[src/rtl/sdram_bus_master.sv]
// 68000-style bus initiator for the SDRAM controller CPU port.
// Runs bursts of 1..256 sequential word reads or writes, and aborts a burst if dtack never arrives.
module sdram_bus_master #(
    parameter int SAMPLE_DELAY = 2,
    parameter int TIMEOUT      = 255
) (
    input  logic        clk,
    input  logic        reset_n,
    input  logic        cmd_valid,
    output logic        cmd_ready,
    input  logic        cmd_write,
    input  logic [23:0] cmd_addr,
    input  logic [7:0]  cmd_len,
    input  logic [1:0]  cmd_be,
    input  logic [15:0] wdata,
    output logic        wdata_ack,
    output logic [15:0] rdata,
    output logic        rdata_valid,
    output logic        done,
    output logic        error,
    output logic [23:0] bus_addr,
    output logic [15:0] bus_din,
    input  logic [15:0] bus_dout,
    output logic        bus_uds,
    output logic        bus_lds,
    output logic        bus_oe,
    output logic        bus_we,
    input  logic        bus_dtack
);

    typedef enum logic [2:0] {
        IDLE, RWAIT, START, STROBE, ACK, SAMPLE, RELEASE, DONE
    } state_t;

    localparam logic [3:0] SMP_LAST = 4'(SAMPLE_DELAY - 1);
    localparam logic [7:0] TMO_MAX  = 8'(TIMEOUT);

    state_t      state_q, state_d;
    logic [7:0]  len_q, len_d;
    logic        wr_q, wr_d;
    logic [1:0]  be_q, be_d;
    logic [7:0]  tmo_q, tmo_d;
    logic [3:0]  smp_q, smp_d;
    logic        cmd_ready_q, cmd_ready_d;
    logic        wdata_ack_q, wdata_ack_d;
    logic [15:0] rdata_q, rdata_d;
    logic        rdata_valid_q, rdata_valid_d;
    logic        done_q, done_d;
    logic        error_q, error_d;
    logic [23:0] addr_q, addr_d;
    logic [15:0] din_q, din_d;
    logic        uds_q, uds_d;
    logic        lds_q, lds_d;
    logic        oe_q, oe_d;
    logic        we_q, we_d;

    always_ff @(posedge clk or negedge reset_n) begin
        if (!reset_n) begin
            state_q       <= IDLE;
            len_q         <= '0;
            wr_q          <= 1'b0;
            be_q          <= '0;
            tmo_q         <= '0;
            smp_q         <= '0;
            cmd_ready_q   <= 1'b1;
            wdata_ack_q   <= 1'b0;
            rdata_q       <= '0;
            rdata_valid_q <= 1'b0;
            done_q        <= 1'b0;
            error_q       <= 1'b0;
            addr_q        <= '0;
            din_q         <= '0;
            uds_q         <= 1'b0;
            lds_q         <= 1'b0;
            oe_q          <= 1'b0;
            we_q          <= 1'b0;
        end else begin
            state_q       <= state_d;
            len_q         <= len_d;
            wr_q          <= wr_d;
            be_q          <= be_d;
            tmo_q         <= tmo_d;
            smp_q         <= smp_d;
            cmd_ready_q   <= cmd_ready_d;
            wdata_ack_q   <= wdata_ack_d;
            rdata_q       <= rdata_d;
            rdata_valid_q <= rdata_valid_d;
            done_q        <= done_d;
            error_q       <= error_d;
            addr_q        <= addr_d;
            din_q         <= din_d;
            uds_q         <= uds_d;
            lds_q         <= lds_d;
            oe_q          <= oe_d;
            we_q          <= we_d;
        end
    end

    always_comb begin
        state_d       = state_q;
        len_d         = len_q;
        wr_d          = wr_q;
        be_d          = be_q;
        tmo_d         = '0;
        smp_d         = '0;
        wdata_ack_d   = 1'b0;
        rdata_d       = rdata_q;
        rdata_valid_d = 1'b0;
        done_d        = 1'b0;
        error_d       = error_q;
        addr_d        = addr_q;
        din_d         = din_q;
        uds_d         = uds_q;
        lds_d         = lds_q;
        oe_d          = oe_q;
        we_d          = we_q;

        unique case (state_q)
            IDLE: begin
                if (cmd_valid) begin
                    addr_d  = cmd_addr;
                    len_d   = cmd_len;
                    wr_d    = cmd_write;
                    be_d    = cmd_be;
                    error_d = 1'b0;
                    state_d = RWAIT;
                end
            end
            // A dtack still high from the previous word must drain before a new cycle starts.
            RWAIT: begin
                if (!bus_dtack) begin
                    state_d = START;
                end else if (tmo_q == TMO_MAX) begin
                    error_d = 1'b1;
                    {oe_d, we_d, uds_d, lds_d} = '0;
                    done_d  = 1'b1;
                    state_d = DONE;
                end else begin
                    tmo_d = tmo_q + 8'd1;
                end
            end
            START: begin
                if (wr_q) begin
                    we_d        = 1'b1;
                    din_d       = wdata;
                    wdata_ack_d = 1'b1;
                    state_d     = STROBE;
                end else begin
                    oe_d    = 1'b1;
                    uds_d   = 1'b1;
                    lds_d   = 1'b1;
                    state_d = ACK;
                end
            end
            STROBE: begin
                {uds_d, lds_d} = be_q;
                state_d        = ACK;
            end
            ACK: begin
                if (bus_dtack) begin
                    state_d = wr_q ? RELEASE : SAMPLE;
                end else if (tmo_q == TMO_MAX) begin
                    error_d = 1'b1;
                    {oe_d, we_d, uds_d, lds_d} = '0;
                    done_d  = 1'b1;
                    state_d = DONE;
                end else begin
                    tmo_d = tmo_q + 8'd1;
                end
            end
            SAMPLE: begin
                if (smp_q == SMP_LAST) begin
                    rdata_d       = bus_dout;
                    rdata_valid_d = 1'b1;
                    state_d       = RELEASE;
                end else begin
                    smp_d = smp_q + 4'd1;
                end
            end
            // Write strobes have been held one cycle past dtack by the time this state drops them.
            RELEASE: begin
                {oe_d, we_d, uds_d, lds_d} = '0;
                if (len_q == 8'd0) begin
                    done_d  = 1'b1;
                    state_d = DONE;
                end else begin
                    len_d   = len_q - 8'd1;
                    addr_d  = addr_q + 24'd1;
                    state_d = RWAIT;
                end
            end
            DONE: begin
                state_d = IDLE;
            end
            default: begin
                state_d = IDLE;
            end
        endcase

        cmd_ready_d = (state_d == IDLE);
    end

    assign cmd_ready   = cmd_ready_q;
    assign wdata_ack   = wdata_ack_q;
    assign rdata       = rdata_q;
    assign rdata_valid = rdata_valid_q;
    assign done        = done_q;
    assign error       = error_q;
    assign bus_addr    = addr_q;
    assign bus_din     = din_q;
    assign bus_uds     = uds_q;
    assign bus_lds     = lds_q;
    assign bus_oe      = oe_q;
    assign bus_we      = we_q;

endmodule
[config.mk]
export PLATFORM = sky130hd
export DESIGN_NAME = sdram_bus_master
export DESIGN_NICKNAME = d
export VERILOG_FILES = /design/src/rtl/sdram_bus_master.sv
export SDC_FILE = /design/constraint.sdc
export NUM_CORES = 1
export LEC_CHECK = 0
export BUFFER_PORTS_ARGS = -buffer_cell sky130_fd_sc_hd__buf_2
export CORE_UTILIZATION = 47
export DETAILED_ROUTE_END_ITERATION = 16
export PLACE_DENSITY = 0.8
export SLEW_MARGIN = 10
export SYNTH_ARGS = -nofsm -noshare
export SYNTH_HDL_FRONTEND = slang
export SYNTH_SLANG_ARGS = --single-unit
export TNS_END_PERCENT = 50
[constraint.sdc]
create_clock -name clk -period 2.1 [get_ports clk]
set_clock_uncertainty 0.05 [all_clocks]
set_input_delay 0.21 -clock clk [delete_from_list [all_inputs] [get_ports clk]]
set_output_delay 0.21 -clock clk [all_outputs]
set_load 0.02 [all_outputs]
==> impl_metrics.yaml, run 1 <==
pwr:
  switching_power_w: 0.00348
  seqPwrFrac_pct: 39.7
  p_comb_share_pct: 45.9
  p_clk_share_pct: 14.4
  switching_share_pct: 44.0
  p_int_w: 0.00443
  power.leakage_nw: 2.71
  power_density_mw_per_mm2: 1370
  peakVddDrop_mv: 0.746
detailed_routing:
  firstDrtPassIters: 5
  wire_per_inst_um: 15.3
  drc: 0
  routed_wl_um: 11300
  via_per_inst: 5.57
  vias: 4103
  initialDrtViolationCount: 224
  ant_nets: 0
hold_path:
  min_path_type: "input port to register"
floorplanning:
  start_util_pct: 49.0
  core-area_mm2: 0.00937
  pin_count: 136
  die_area_mm2: 0.0102
  die_y_um: 101
  rows: 35
  die_x_um: 101
critical_path:
  critical_path_required_ns: 2.29
  worstPathArrival_ns: 2.21
  crit_path_end_kind: "register"
  crit_path_max_incr_delay_ns: 0.42
  crit_top_cell: "buf_4"
  path_cells: "inv_1 -> ha_1 -> nor3b_1 -> buf_4 -> a21oi_2 -> buf_4 -> or3_2 -> o21ai_0 -> a311oi_1"
  worst_setup_path_start_kind: "register"
  critPathMaxFanout: 9
  criticalPathCategory: "register to register"
  crit_slowest_cell: "dfrtp_1"
yosys:
  ys_seq_elements: 91
  synthFlopType: "dfrtp_1"
  synth.avg_cell_area_um2: 10.1
  synth_cells: 453
  synthDistinctLibCells: 61
  synthAdderAreaFrac_pct: 1.91
  synth_top_family_by_area: "simple AND/OR/NAND/NOR gates"
  muxShareOfSynthArea_pct: 8.55
  synth-compound-area-share_pct: 16.3
  synth_edf_count: 0
  syn-num-nets: 531
  ys_seq_area_share_pct: 49.6
  async_flop_share_pct: 100
  synth_xor_area_share_pct: 1.33
  synth_area_mm2: 0.00459
  yosys_warnings: 0
  yosys.area_share.simple_pct: 18.6
timing:
  fin_tns_setup_ns: 0
  setup_violations: 0
  rsz0062_at_grt: "no"
  max_slew_margin_pct: 59.2
  fin_crit_sh_pct: 96.3
  final-max-slew-violation-count: 0
  finalHoldViolCount: 0
  worst_slew_pin_slew_ns: 0.612
  layout_min_cycle_time_ns: 2.02
  max_freq_mhz: 495
final_layout:
  final_area_mm2: 0.00578
  num-fill-cells: 809
  drive_gt1_share_pct: 37.0
  syn_to_final_growth_pct: 25.8
  seq_area_mm2: 0.00228
  antenna_cells: 0
  nNetsFinal: 681
  multi_input_area_mm2: 0.00215
placement:
  place_area_mm2: 0.00554
  port-buffer-count: 135
  gp_congestion: 0.933
  hpwl_um: 8290
clock_network:
  clk_pin_slew_ns: 0.09
  root_buffer: "clkbuf_8"
  numCtsBuffers: 9
  post_cts_buffers: 0
  clkLatencyLatePin_ns: 0.37
  cts_tree: "yes"
  cts_buffer_depth: 2
  clock_sinks: 91
  htreeDepth: 3
flow_run:
  cap_violations: 0
outcome:
  status: "complete, no violations"
grt:
  grt_use_total_pct: 23.3
  grt_pass1_wl_um: 18400
  grt_pass1_vias: 3880
  grt_max_degree: 45
  grt.overflow.total: 0
  antenna_found_initial: 0
cells by family after synthesis:
| group | count (synthesis) |
|---|---|
| adder cells (fa/ha/maj) | 7 |
| buffers and inverters | 38 |
| AND/OR/NAND/NOR | 154 |
| flip-flops | 91 |
| multiplexers | 35 |
| AO/OA/AOI/OAI | 121 |
| XOR/XNOR | 7 |
cell type report:
class	count	share of cell area (%)
inverters	14	0.910
clock inverters	5	0.780
well taps	129	2.79
multi-input cells	324	37.2
flip-flops and latches	91	39.4
repair buffers	163	16.4
clock buffers	11	2.45
cells in the mapped netlist (all sizes together) (3+ instances only):
cell type | n | area [um2]
nor2b | 3 | 18.8
inv | 14 | 52.6
or3 | 5 | 32.5
nand2 | 37 | 139
o22ai | 4 | 25.0
xnor2 | 3 | 26.3
a21o | 3 | 23.8
buf | 13 | 78.8
a21oi | 42 | 214
nor3 | 12 | 60.1
nand3 | 22 | 115
and3 | 6 | 37.5
a22oi | 3 | 22.5
clkbuf | 11 | 41.3
a311oi | 4 | 35.0
a31oi | 4 | 25.0
o22a | 3 | 26.3
and2 | 6 | 37.5
nand2b | 3 | 18.8
ha | 7 | 87.6
nand4 | 7 | 73.8
xor2 | 4 | 35.0
o21ai | 35 | 175
and4 | 3 | 26.3
mux2 | 34 | 383
dfrtp | 90 | 2250
nor2 | 38 | 145
nor4 | 4 | 70.1
a2bb2oi | 4 | 35.0
final timing paths:
kind	start	to	slack (ns)	cells past startpoint
setup / recovery	len_q[0]	bus_addr[22]	0.08	9
hold / removal	bus_dout[7]	rdata[7]	0.02	2
setup reg to reg	len_q[0]	bus_addr[22]	0.08	9
hold reg to reg	tmo_q[0]	tmo_q[0]	0.43	1
max in group asynchronous	reset_n	bus_addr[1]	1.03	3
min in group asynchronous	reset_n	bus_addr[21]	0.34	2
state kept, by name (all words and copies together), names as in the netlist, 2 cells and up:
signal,flops
smp_q,4
tmo_q,8
bus_addr,24
rdata,16
bus_din,16
len_q,8
state_q,3
be_q,2
layer usage:
metal	global-route usage (%)	vias up	share of wire, %
li1	-	1943	-
met1	31.6	1948	43
met2	36.1	186	47
met3	5.20	26	7.1
met4	10.0	0	2.7
met5	0	-	0
through the flow:
stage	worst slack [ns]	util (%)	power, W	std cells	hold WS [ns]
CTS	0.0832	61.6	0.00794	737	0.00729
global placement	0.176	59.1	0.00661	717	0.211
detailed placement	0.101	59.1	0.00678	717	0.210
global route	0.00541	61.6	0.00845	737	0.00151
floorplan	0.0840	-	0.00547	453	-0.136
finish	0.0783	61.6	0.00791	737	0.0223
placed cells by master (no fill, tap or decap), drive strengths merged, types with 3 or more instances in the layout:
master       Yosys  routed
a2bb2oi          4       4
nand4            7       7
nor3            12      12
nand2           37      37
clkbuf          11      11
xor2             4       4
a21oi           42      42
xnor2            3       3
o22ai            4       4
or3              5       5
o21ai           35      35
and3             6       6
and2             6       6
nand2b           3       3
mux2            34      34
nor2b            3       3
nand3           22      22
a31oi            4       4
nor2            38      38
a21o             3       3
inv             14      16
a311oi           4       4
dfrtp           90      90
buf             13     159
nor4             4       4
o22a             3       3
dlygate4sd3      0       4
a22oi            3       3
ha               7       7
and4             3       3
power by group through the flow:
| stage | combinational (W) | clock (W) | sequential [W] |
|---|---|---|---|
| 3_3_place_gp | 0.00350 | 0 | 0.00311 |
| 3_5_place_dp | 0.00362 | 0 | 0.00315 |
| 2_1_floorplan | 0.00175 | 0 | 0.00372 |
| 4_1_cts | 0.00364 | 0.00118 | 0.00313 |
| 6_report | 0.00363 | 0.00114 | 0.00314 |
| 5_1_grt | 0.00396 | 0.00124 | 0.00325 |
critical path, delay by kind of cell, from the launching register on:
family	cells	cell delay, ns
adder cells (fa/ha/maj)	1	0.15
flip-flops	1	0.42
AND/OR/NAND/NOR	2	0.59
AO/OA/AOI/OAI	3	0.22
buffers and inverters	3	0.48
what timing repair did:
item | 4_1_cts | 5_1_grt
endpoints found under the hold margin | 43 | 0
setup endpoints to repair | 0 | 2
hold buffers | 4 | 0
gates resized for setup | 0 | 2
(Power assumes the default switching activity.)
==> inputs of run 2 (changes only) <==
--- a/config.mk
+++ b/config.mk
@@ -5,8 +5,9 @@
 export SDC_FILE = /design/constraint.sdc
 export NUM_CORES = 1
 export LEC_CHECK = 0
+export ABC_AREA = 1
 export BUFFER_PORTS_ARGS = -buffer_cell sky130_fd_sc_hd__buf_2
-export CORE_UTILIZATION = 47
+export CORE_UTILIZATION = 48
 export DETAILED_ROUTE_END_ITERATION = 16
 export PLACE_DENSITY = 0.8
 export SLEW_MARGIN = 10
==> run 2 against run 1 <==
Net effect: final area is 8.4% higher; non-clock buffer count is 17 higher; cell count is 31% higher; maximum frequency is 11% higher; die area is 3.5% higher; largest cell class is now multi-input gates; core utilization is 2.5 points higher.
==> impl_metrics.yaml, run 2 <==
floorplanning:
  die_y_um: 103
  die_x_um: 103
  rows: 36
  start_util_pct: 49.7
  core-area_mm2: 0.00977
  die_area_mm2: 0.0105
  pin_count: 136
yosys:
  synth.avg_cell_area_um2: 7.38
  synthDistinctLibCells: 35
  synthFlopType: "dfrtp_1"
  synth_area_mm2: 0.00486
  ys_seq_area_share_pct: 46.9
  synth_xor_area_share_pct: 1.26
  synth.area.top_cells: "dfrtp_1 46%, nand2_1 21%, nand3_1 4.9%"
  synth_edf_count: 0
  synthAdderAreaFrac_pct: 1.80
  ys_seq_elements: 91
  yosys.area_share.simple_pct: 36.0
  synth_top_area_share_pct: 46.4
  syn-num-nets: 736
  synth.top_cells.by_count: "271 x nand2_1, 90 x dfrtp_1, 62 x nor2_1"
  synth-compound-area-share_pct: 8.22
  yosys_warnings: 0
  synth_cells: 658
  synth.most_common_cell: "nand2_1"
  muxShareOfSynthArea_pct: 0
  synth_area_leader_cell: "dfrtp_1"
  synth_top_family_by_area: "simple AND/OR/NAND/NOR gates"
  async_flop_share_pct: 100
grt:
  grt_pass1_wl_um: 20800
  grt_max_degree: 61
  grt_pass1_vias: 4617
  grt.overflow.total: 0
  antenna_found_initial: 0
  grt_use_total_pct: 25.3
detailed_routing:
  routed.top_layer: "met4"
  wl_met1_um: 5310
  vias: 5006
  initialDrtViolationCount: 186
  ant_nets: 0
  drc: 0
  wl_met2_um: 6430
  wire_per_inst_um: 13.4
  route.met3.wl_um: 1020
  firstDrtPassIters: 5
  via_per_inst: 5.17
  routed_wl_um: 13000
timing:
  layout_min_cycle_time_ns: 1.82
  finalHoldViolCount: 0
  setup_violations: 0
  fin_crit_sh_pct: 86.8
  rsz0062_at_grt: "no"
  final-max-slew-violation-count: 0
  worst_slew_pin_slew_ns: 0.447
  max_freq_mhz: 549
  fin_tns_setup_ns: 0
  max_slew_margin_pct: 70.2
hold_path:
  min_path_type: "input port to register"
critical_path:
  crit_path_end_kind: "register"
  critical_path_required_ns: 2.32
  critPathMaxFanout: 46
  worstPathArrival_ns: 2.04
  worst_setup_path_start_kind: "register"
  criticalPathCategory: "register to register"
pwr:
  power_density_mw_per_mm2: 1310
  peakVddDrop_mv: 0.804
  power.leakage_nw: 3.21
clock_network:
  htreeDepth: 3
  cts_buffer_depth: 2
  post_cts_resized: 0
  cts_tree: "yes"
  root_buffer: "clkbuf_8"
  cts_hold_buf: 36
  numCtsBuffers: 9
  clkLatencyLatePin_ns: 0.37
  clock_sinks: 91
  post_cts_buffers: 0
  clk_pin_slew_ns: 0.09
placement:
  port-buffer-count: 135
  hpwl_um: 8980
  gp_congestion: 0.947
final_layout:
  nNetsFinal: 909
  syn_to_final_growth_pct: 29.0
  antenna_cells: 0
  most-common-layout-cells: "271 x nand2_1, 134 x buf_2, 90 x dfrtp_1"
  seq_area_mm2: 0.00228
  final_common_cell: "nand2_1"
  num-fill-cells: 847
  drive_gt1_share_pct: 22.8
  largest_reg_flops: 24
  multi_input_area_mm2: 0.00229
  utilization_pct: 64.1
outcome:
  status: "complete, no violations"
flow_run:
  cap_violations: 0
run 2: changes by cell type in the layout (fill, tap and decap cells not counted), sizes merged, moves of 10 or more:
cell         change
nor2            +29
nand2          +241
mux2            -34
a21oi           -28
nand3           +27
buf             -15
dlygate4sd3     +32
inv             +35
o21a            +10
run 2: cells by family after synthesis:
| kind of cell | count (synthesis) |
|---|---|
| AO/OA/AOI/OAI | 69 |
| XOR/XNOR | 7 |
| adder cells (fa/ha/maj) | 7 |
| buffers and inverters | 65 |
| flip-flops | 91 |
| AND/OR/NAND/NOR | 419 |
run 2: worst max-delay path: stages (launching register included):
cell and delay, ns:
dfrtp_1 0.46, inv_2 0.14, nand2_2 0.10, nor2_4 0.12, buf_4 0.40, nand3_1 0.15, o21ai_0 0.12, nand2_1 0.07
o21a_1 0.10
run 2: report_power, final:
part	leakage, nW	switching, W	internal, W	total (W)
Sequential	1.11	0.000669	0.00246	0.00313
Combinational	1.99	0.00250	0.00135	0.00384
Clock	0.107	0.000697	0.000572	0.00127
run 2: layer usage:
| layer | vias to the layer above | GRT usage [%] |
|---|---|---|
| met5 | - | 0 |
| met4 | 0 | 9.12 |
| met3 | 23 | 5.42 |
| met2 | 213 | 43.9 |
| met1 | 2333 | 31.1 |
| li1 | 2437 | - |
run 2: layout make-up:
type                       instances  area share [%]
clock inverter                     7            1.30
multi-input combinational        502            36.6
sequential                        91            36.4
timing repair buffer             180            18.3
clock buffer                       9            1.98
inverter                          47            2.82
tap                              133            2.66
run 2: worst paths after layout:
path	start	to	slack, ns	cells past startpoint
worst max register to register	state_q[0]	bus_addr[2]	0.28	8
min in group asynchronous	reset_n	bus_addr[10]	0.26	2
worst min-delay path	cmd_len[5]	len_q[5]	0.03	3
worst min register to register	tmo_q[0]	tmo_q[0]	0.41	1
max in group asynchronous	reset_n	cmd_ready	1.05	3
worst max-delay path	state_q[0]	bus_addr[2]	0.28	8
run 2: per-stage QoR:
step / hold slack [ns] / power [W] / std cells / worst slack (ns) / cell area (um2)
floorplan: -0.136 / 0.00562 / 658 / 0.379 / 4860
global placement: 0.130 / 0.00674 / 917 / 0.372 / 5700
detailed placement: 0.142 / 0.00689 / 917 / 0.321 / 5700
CTS: 0.0183 / 0.00823 / 969 / 0.293 / 6260
global route: 0.0382 / 0.00889 / 969 / 0.111 / 6260
finish: 0.0336 / 0.00824 / 969 / 0.278 / 6260
